**src/rtl/fetch_ctrl_pkg.sv**
```systemverilog
// Shared types and constants for the fetch-stage controller.
// The interrupt state enum, next-PC select codes, status codes and the deferral counter width live here.
package fetch_ctrl_pkg;

   typedef enum logic [1:0] {
      IDLE = 2'b00,
      PEND = 2'b01,
      HOLD = 2'b10
   } irq_state_e;

   localparam int unsigned CNT_W = 8;

   localparam logic [2:0] SEL_SEQ = 3'b000;
   localparam logic [2:0] SEL_JR  = 3'b001;
   localparam logic [2:0] SEL_J   = 3'b010;
   localparam logic [2:0] SEL_BR  = 3'b100;

   localparam logic [1:0] ST_NONE = 2'b00;
   localparam logic [1:0] ST_EXC  = 2'b01;
   localparam logic [1:0] ST_IRQ  = 2'b10;

   // Deferral counter increments but sticks at all-ones instead of wrapping.
   function automatic logic [CNT_W-1:0] sat_inc(input logic [CNT_W-1:0] v);
      if (v == {CNT_W{1'b1}}) begin
         return v;
      end else begin
         return v + {{(CNT_W-1){1'b0}}, 1'b1};
      end
   endfunction

endpackage

```
**src/rtl/fetch_ctrl_if.sv**
```systemverilog
// Request/control bundle between the ID/EX hazard logic and the fetch controller.
// master drives the hazard and interrupt requests; slave is the controller.
interface fetch_ctrl_if;

   logic       branch_taken;
   logic       jump;
   logic       jr;
   logic       load_use;
   logic       exception;
   logic       kernel;
   logic       irq;
   logic       PC_IF_ID_Write;
   logic [2:0] select_PC_next;
   logic [1:0] status;
   logic       ID_EX_flush;
   logic       irq_late;

   modport master (
      output branch_taken, jump, jr, load_use, exception, kernel, irq,
      input  PC_IF_ID_Write, select_PC_next, status, ID_EX_flush, irq_late
   );

   modport slave (
      input  branch_taken, jump, jr, load_use, exception, kernel, irq,
      output PC_IF_ID_Write, select_PC_next, status, ID_EX_flush, irq_late
   );

endinterface

```
**src/rtl/fetch_ctrl_irq_sync.sv**
```systemverilog
// Two-flop synchronizer for the asynchronous external interrupt line.
// Used by fetch_ctrl only when FETCH_CTRL_IRQ_SYNC_EN is defined.
module fetch_ctrl_irq_sync (
   input  logic clk_i,
   input  logic rst_ni,
   input  logic d_i,
   output logic q_o
);

   logic [1:0] sync_q;

   // Shift the raw level through two flops; both clear on reset.
   always_ff @(posedge clk_i or negedge rst_ni) begin
      if (!rst_ni) begin
         sync_q <= 2'b00;
      end else begin
         sync_q <= {sync_q[0], d_i};
      end
   end

   assign q_o = sync_q[1];

endmodule

```
**src/rtl/fetch_ctrl.sv**
```systemverilog
// Fetch-stage sequencing: PC/IF-ID write enable, next-PC select, interrupt/exception vectoring.
// Define FETCH_CTRL_IRQ_SYNC_EN to pass irq through a two-flop synchronizer; otherwise irq must be clk-synchronous.
module fetch_ctrl
   import fetch_ctrl_pkg::*;
#(
   parameter int unsigned IRQ_MAX_DEFER = 15
) (
   input  logic         clk,
   input  logic         rst_n,
   fetch_ctrl_if.slave  bus
);

   localparam logic [CNT_W-1:0] MAX_DEFER_C = CNT_W'(IRQ_MAX_DEFER);

   irq_state_e       state_q, state_d;
   logic [CNT_W-1:0] cnt_q, cnt_d;
   logic             irq_late_q, irq_late_d;
   logic             irq_s;
   logic             slot_free_s;
   logic             serve_s;
   logic             write_s;
   logic [2:0]       sel_s;
   logic [1:0]       status_s;
   logic             flush_s;

`ifdef FETCH_CTRL_IRQ_SYNC_EN
   fetch_ctrl_irq_sync u_irq_sync (
      .clk_i  (clk),
      .rst_ni (rst_n),
      .d_i    (bus.irq),
      .q_o    (irq_s)
   );
`else
   assign irq_s = bus.irq;
`endif

   assign slot_free_s = ~bus.kernel & ~bus.branch_taken & ~bus.exception
                      & ~bus.jr & ~bus.jump & ~bus.load_use;

   // Interrupt FSM next state plus the per-cycle priority arbitration.
   always_comb begin
      state_d  = state_q;
      serve_s  = 1'b0;
      write_s  = 1'b1;
      sel_s    = SEL_SEQ;
      status_s = ST_NONE;
      flush_s  = 1'b0;

      case (state_q)
         IDLE: begin
            if (irq_s) begin
               state_d = PEND;
            end else begin
               state_d = IDLE;
            end
         end
         PEND: begin
            if (!irq_s) begin
               state_d = IDLE;
            end else if (slot_free_s) begin
               serve_s = 1'b1;
               state_d = HOLD;
            end else begin
               state_d = PEND;
            end
         end
         HOLD: begin
            if (!irq_s) begin
               state_d = IDLE;
            end else begin
               state_d = HOLD;
            end
         end
         default: begin
            state_d = IDLE;
         end
      endcase

      // A taken branch squashes everything behind it, including a same-cycle exception.
      if (bus.branch_taken) begin
         sel_s   = SEL_BR;
         flush_s = 1'b1;
      end else if (bus.exception) begin
         status_s = ST_EXC;
         flush_s  = 1'b1;
      end else if (serve_s) begin
         status_s = ST_IRQ;
         flush_s  = 1'b1;
      end else if (bus.jr) begin
         sel_s = SEL_JR;
      end else if (bus.jump) begin
         sel_s = SEL_J;
      end else if (bus.load_use) begin
         write_s = 1'b0;
         flush_s = 1'b1;
      end else begin
         write_s = 1'b1;
      end
   end

   // Counter runs only while the request stays parked in PEND; irq_late lags the counter by one edge.
   always_comb begin
      cnt_d      = {CNT_W{1'b0}};
      irq_late_d = 1'b0;
      if ((state_q == PEND) && (state_d == PEND)) begin
         cnt_d      = sat_inc(cnt_q);
         irq_late_d = (cnt_q >= MAX_DEFER_C);
      end else begin
         cnt_d      = {CNT_W{1'b0}};
         irq_late_d = 1'b0;
      end
   end

   // State, deferral counter and late flag registers.
   always_ff @(posedge clk or negedge rst_n) begin
      if (!rst_n) begin
         state_q    <= IDLE;
         cnt_q      <= {CNT_W{1'b0}};
         irq_late_q <= 1'b0;
      end else begin
         state_q    <= state_d;
         cnt_q      <= cnt_d;
         irq_late_q <= irq_late_d;
      end
   end

   // During reset the fetch stage free-runs sequentially regardless of the request inputs.
   assign bus.PC_IF_ID_Write = rst_n ? write_s  : 1'b1;
   assign bus.select_PC_next = rst_n ? sel_s    : SEL_SEQ;
   assign bus.status         = rst_n ? status_s : ST_NONE;
   assign bus.ID_EX_flush    = rst_n ? flush_s  : 1'b0;
   assign bus.irq_late       = irq_late_q;

endmodule

```
**src/flat_wrapper.sv**
```systemverilog
// flat-port wrapper written by rule: the top's interface ports become plain ports
module fetch_ctrl_flat import fetch_ctrl_pkg::*;
#(
   parameter int unsigned IRQ_MAX_DEFER = 15
)
  (clk, rst_n, bus_branch_taken, bus_jump, bus_jr, bus_load_use, bus_exception, bus_kernel, bus_irq, bus_PC_IF_ID_Write, bus_select_PC_next, bus_status, bus_ID_EX_flush, bus_irq_late);
  fetch_ctrl_if bus_i ();
  input  logic clk;
  input  logic rst_n;
  input wire logic [$bits(bus_i.branch_taken)-1:0] bus_branch_taken;
  input wire logic [$bits(bus_i.jump)-1:0] bus_jump;
  input wire logic [$bits(bus_i.jr)-1:0] bus_jr;
  input wire logic [$bits(bus_i.load_use)-1:0] bus_load_use;
  input wire logic [$bits(bus_i.exception)-1:0] bus_exception;
  input wire logic [$bits(bus_i.kernel)-1:0] bus_kernel;
  input wire logic [$bits(bus_i.irq)-1:0] bus_irq;
  output wire logic [$bits(bus_i.PC_IF_ID_Write)-1:0] bus_PC_IF_ID_Write;
  output wire logic [$bits(bus_i.select_PC_next)-1:0] bus_select_PC_next;
  output wire logic [$bits(bus_i.status)-1:0] bus_status;
  output wire logic [$bits(bus_i.ID_EX_flush)-1:0] bus_ID_EX_flush;
  output wire logic [$bits(bus_i.irq_late)-1:0] bus_irq_late;
  assign bus_i.branch_taken = bus_branch_taken;
  assign bus_i.jump = bus_jump;
  assign bus_i.jr = bus_jr;
  assign bus_i.load_use = bus_load_use;
  assign bus_i.exception = bus_exception;
  assign bus_i.kernel = bus_kernel;
  assign bus_i.irq = bus_irq;
  assign bus_PC_IF_ID_Write = bus_i.PC_IF_ID_Write;
  assign bus_select_PC_next = bus_i.select_PC_next;
  assign bus_status = bus_i.status;
  assign bus_ID_EX_flush = bus_i.ID_EX_flush;
  assign bus_irq_late = bus_i.irq_late;
  fetch_ctrl #(.IRQ_MAX_DEFER(IRQ_MAX_DEFER)) u_core (.clk(clk), .rst_n(rst_n), .bus(bus_i));
endmodule
```
**config.mk**
```make
export PLATFORM = sky130hd
export DESIGN_NAME = fetch_ctrl_flat
export DESIGN_NICKNAME = d
export VERILOG_FILES = /design/src/rtl/fetch_ctrl_pkg.sv /design/src/rtl/fetch_ctrl_if.sv /design/src/rtl/fetch_ctrl_irq_sync.sv /design/src/rtl/fetch_ctrl.sv /design/src/flat_wrapper.sv
export SDC_FILE = /design/constraint.sdc
export NUM_CORES = 1
export LEC_CHECK = 0
export BUFFER_PORTS_ARGS = -buffer_cell sky130_fd_sc_hd__buf_2
export CAP_MARGIN = 20
export CORE_UTILIZATION = 50
export DETAILED_ROUTE_END_ITERATION = 7
export PLACE_DENSITY_LB_ADDON = 0.1
export SKIP_LAST_GASP = 1
export SYNTH_ARGS = -nofsm -noshare
export SYNTH_HDL_FRONTEND = slang
export SYNTH_SLANG_ARGS = --single-unit
```
**constraint.sdc**
```tcl
create_clock -name clk -period 2 [get_ports clk]
set_input_delay 0.1 -clock clk [delete_from_list [all_inputs] [get_ports clk]]
set_output_delay 0.1 -clock clk [all_outputs]
set_load 0.05 [all_outputs]
```
Word level (Yosys, flattened, before mapping):

Index checks and enable logic that the tools add are counted.

* register bits after elaboration: 11
* input port bits: 9
* output and inout port bits: 8
* logic and storage cells: 58

* add/sub/neg operators: 1
* order comparisons: 1
* equal/unequal tests: 5
* mux-type cells: 35
* bitwise logic cells: 11
* reduce and logical (&&, ||, !) cells: 2

Operator list (count)
* $mux W1: 19
* $mux W2: 8
* $mux W8: 2
* $mux W3: 5
* $add A8 B1 Y8 const B: 1
* $eq A8 B8 Y1 const B: 1
* $ge A8 B4 Y1 const B: 1
* $not A1 Y1: 6
* $pmux W2 S3: 1
* $and A1 B1 Y1: 5
* $eq A2 B1 Y1 const B: 2
* $eq A2 B2 Y1 const B: 1
* $logic_not A2 Y1: 1
* $ne A2 B2 Y1 const B: 1
* $logic_and A1 B1 Y1: 1

Depth between registers and ports, before layout:

* depth after elaboration: 13
* mapped depth: 5
* mapped depth without buffers: 4

Worst setup path before layout:

OpenSTA, ideal clock, no wires.

* path kind: input-to-output
* from: in bus_load_use
* to: out bus_status[1]
* arrival time: 1.708 ns
* required time: 1.900 ns
* setup slack: 0.192 ns
* cell stages on the path: 3
* path buffers: 0
* path through: nor4_1 > nand3_1 > nor3_1

* word-level cells in the longest chain between the ends: 9

Ends and longest elaborated chain
* start, declared: line flat_wrapper.sv:13 `input wire logic [$bits(bus_i.load_use)-1:0] bus_load_use;`
* $not A1 Y1: line fetch_ctrl.sv:38 `& ~bus.jr & ~bus.jump & ~bus.load_use;`
* $and A1 B1 Y1: line fetch_ctrl.sv:38
* $mux W1: line fetch_ctrl.sv:60 `end else if (slot_free_s) begin`
* $mux W1: line fetch_ctrl.sv:58 `if (!irq_s) begin`
* $mux W1: line fetch_ctrl.sv:49 `case (state_q)`
* $mux W2: line fetch_ctrl.sv:86 `end else if (serve_s) begin`
* $mux W2: line fetch_ctrl.sv:83 `end else if (bus.exception) begin`
* $mux W2: line fetch_ctrl.sv:80 `if (bus.branch_taken) begin`
* $mux W2: line fetch_ctrl.sv:130 `assign bus.status = rst_n ? status_s : ST_NONE;`
* end, declared: line flat_wrapper.sv:19 `output wire logic [$bits(bus_i.status)-1:0] bus_status;`

No other way between the ends.

Worst setup path after layout:

* from: in rst_n
* to: out bus_select_PC_next[1]

* word-level cells in the longest chain between the ends: 1

Ends and longest elaborated chain
* start, declared: line flat_wrapper.sv:9 `input logic rst_n;`
* $mux W3: line fetch_ctrl.sv:129 `assign bus.select_PC_next = rst_n ? sel_s : SEL_SEQ;`
* end, declared: line flat_wrapper.sv:18 `output wire logic [$bits(bus_i.select_PC_next)-1:0] bus_select_PC_next;`

No other way between the ends.

==> flow_summary.json <==
{
  "fin_hold_ws_ps": 101,
  "finalWirelength_um": 1370,
  "synthCells": 73,
  "worstHoldPathType": "primary input to flip-flop",
  "fin_ws_ps": 364,
  "synth_area_per_cell_um2": 9.12,
  "cts_tree": "built",
  "cts-root-buf": "clkbuf_4",
  "worstMarginPinSlew_ps": 468,
  "ant_nets": 0,
  "cts_setup_buffers": 0,
  "fin_area_um2": 795,
  "cp_max_fo": 18,
  "die_height_um": 38.5,
  "vias": 628,
  "hold_viol": 0,
  "status": "finished, final reports clean",
  "gp_congestion": 0.816,
  "grt_pass1_wl_um": 2230,
  "drive_gt1_frac": 0.237,
  "fin_util": 0.678,
  "slew_viol_final": 0,
  "regToRegSetupSlack_ps": 450,
  "slew_headroom": 0.685,
  "antenna_found_initial": 0,
  "reg2reg_from": "u_core.cnt_q[0]",
  "grt_max_degree": 19,
  "netlist_area_um2": 666,
  "fin_skew_ps": 5.74,
  "p_leak_nw": 0.342,
  "grt_pass1_vias": 548,
  "setup_violations": 0,
  "hpwlAfterDp_um": 1020,
  "portBuffers": 16,
  "clk_pin_slew_worst_paths_ps": 60,
  "htree_num_levels": 1,
  "antenna_cells": 0,
  "cts.repair.resized": 0,
  "io-pin-count": 17,
  "drv_cap": 0,
  "rsz0062_at_grt": "false",
  "die_area_um2": 1480,
  "ir_drop_mv": 0.370,
  "overflow": 0,
  "p_per_area_nw_per_um2": 558,
  "final_cells": 107,
  "area_delta_synth_final_pct": 19.4,
  "reg2reg_to": "u_core.cnt_q[5]",
  "worstHoldStart": "bus_irq",
  "drt_pre_antenna_iters": 4,
  "vias_per_cell": 5.87,
  "final_nets": 104,
  "drtIter0Drc": 29,
  "drc_errors": 0,
  "worstSetupEndpointType": "output port",
  "clk_latency_ps": 270,
  "grtUsageTotal": 0.221,
  "fin_setup_tns_ps": 0,
  "ys_seq_elements": 11,
  "synth_fp_nets": 83,
  "clockBufferDepth": 2,
  "dp_slack_ps": 455,
  "cts_made_buffers": 3,
  "wl_per_cell_um": 12.8,
  "place_inst": 102,
  "min_delay_path_depth": 2,
  "cts_sinks": 11,
  "ff2ff_path_depth": 4,
  "fin_crit_ps": 1640,
  "seq_area_frac_synth": 0.414,
  "die_x_um": 38.5,
  "fmax_ghz": 0.611,
  "synth_warnings": 0,
  "required_ps": 1900,
  "crit_type": "primary input to output port",
  "core.rowCount": 12,
  "yosysUniqueCellTypes": 29,
  "hold_end": "u_core.state_q[1]",
  "cp-start-kind": "primary input",
  "total_power_mw": 0.443,
  "dpl-instance-area_um2": 758,
  "cp.arrival_ps": 1540,
  "start_util": 0.568,
  "finalCritPeriodShare": 0.818,
  "coreArea_um2": 1170
}
==> power by group <==
| group | switching (mW) | leakage [nW] | internal (mW) |
|---|---|---|---|
| Combinational | 0.0439 | 0.177 | 0.0215 |
| Sequential | 0.00358 | 0.150 | 0.226 |
| Clock | 0.0713 | 0.0150 | 0.0772 |
==> cells in the final DEF (no fill, tap or decap), types with 2 or more instances in the layout <==
master | netlist | final
nor3_1 | 7 | 7
a31oi_1 | 3 | 3
inv_1 | 4 | 4
nor3b_1 | 2 | 2
and4_1 | 2 | 2
dfrtp_1 | 11 | 11
buf_2 | 0 | 16
o21ai_0 | 2 | 2
a21oi_1 | 6 | 6
nor2_1 | 3 | 3
nand4_1 | 3 | 3
a21boi_0 | 2 | 2
a211oi_1 | 2 | 2
o211ai_1 | 2 | 2
nand2_1 | 3 | 3
nand2b_1 | 2 | 2
nand3_1 | 4 | 4
and3b_1 | 2 | 2
and3_1 | 2 | 2
clkbuf_4 | 0 | 3
==> cell usage after synthesis <==
| cell type | count | area, um^2 |
|---|---|---|
| clkbuf_2 | 1 | 5.00 |
| o21ai_0 | 2 | 10.0 |
| a21oi_1 | 6 | 30.0 |
| nand2b_1 | 2 | 12.5 |
| nor3_1 | 7 | 35.0 |
| and4_1 | 2 | 17.5 |
| nand4b_1 | 1 | 8.76 |
| nor4_1 | 1 | 6.26 |
| a21boi_0 | 2 | 15.0 |
| or4_4 | 1 | 11.3 |
| a211oi_1 | 2 | 15.0 |
| and3b_1 | 2 | 17.5 |
| and2_1 | 1 | 6.26 |
| a31oi_1 | 3 | 18.8 |
| nand4_1 | 3 | 18.8 |
| and3_1 | 2 | 12.5 |
| nor3b_1 | 2 | 15.0 |
| nor2_1 | 3 | 11.3 |
| o21ai_4 | 1 | 16.3 |
| nand2_1 | 3 | 11.3 |
| dfrtp_1 | 11 | 275 |
| o2bb2ai_1 | 1 | 8.76 |
| nand3_1 | 4 | 20.0 |
| inv_1 | 4 | 15.0 |
| ha_1 | 1 | 12.5 |
| or2_2 | 1 | 6.26 |
| o211ai_1 | 2 | 15.0 |
| nor4b_1 | 1 | 8.76 |
| mux2i_1 | 1 | 10.0 |
==> area by class of cell <==
cell class                 count  area (um^2)
clock buffer                   4         26.3
inverter                       4         15.0
multi-input combinational     57          370
timing repair buffer          17         90.1
tap                           14         17.5
sequential                    11          275
fill                          94          377
==> cell families after synthesis <==
group	count (synthesis)	share of synthesized area
flops	11	0.414
mux	1	0.0150
compound gates	19	0.194
buf+inv	5	0.0301
simple gates	36	0.329
fa+ha+maj	1	0.0188
==> worst max-delay path, stage by stage <==
cell and delay [ps]:
dlygate4sd3_1 520, buf_2 310, nand2_1 120, nor3b_1 190, buf_2 290
==> flip-flops by register name (all words and copies together), names as in the netlist <==
register,count
u_core.bus.irq_late,1
u_core.cnt_q,8
u_core.state_q,2
==> worst max path at each step <==
stage,startpoint,to,depth (start not counted)
floorplan,bus_load_use,bus_status[1],3
global placement,u_core.cnt_q[0],u_core.cnt_q[5],4
detailed placement,u_core.cnt_q[0],u_core.cnt_q[5],4
CTS,rst_n,bus_select_PC_next[1],5
global route,rst_n,bus_select_PC_next[1],5
finish,rst_n,bus_select_PC_next[1],5
==> routing by layer <==
layer / up-vias / routed length (um) / part of all wire / track usage
li1: 322 / - / - / -
met1: 287 / 629 / 0.46 / 0.285
met2: 19 / 640 / 0.47 / 0.358
met3: 0 / 96 / 0.070 / 0.0872
met4: 0 / 0 / 0 / 0.0259
met5: - / 0 / 0 / 0
==> repair_timing <==
| item | 4_1_cts | 5_1_grt |
|---|---|---|
| hold endpoints to repair | 11 | 0 |
| hold buffers | 1 | 0 |
| setup endpoints to repair | 0 | 0 |
No activity file was read; power rests on OpenSTA's default activity.
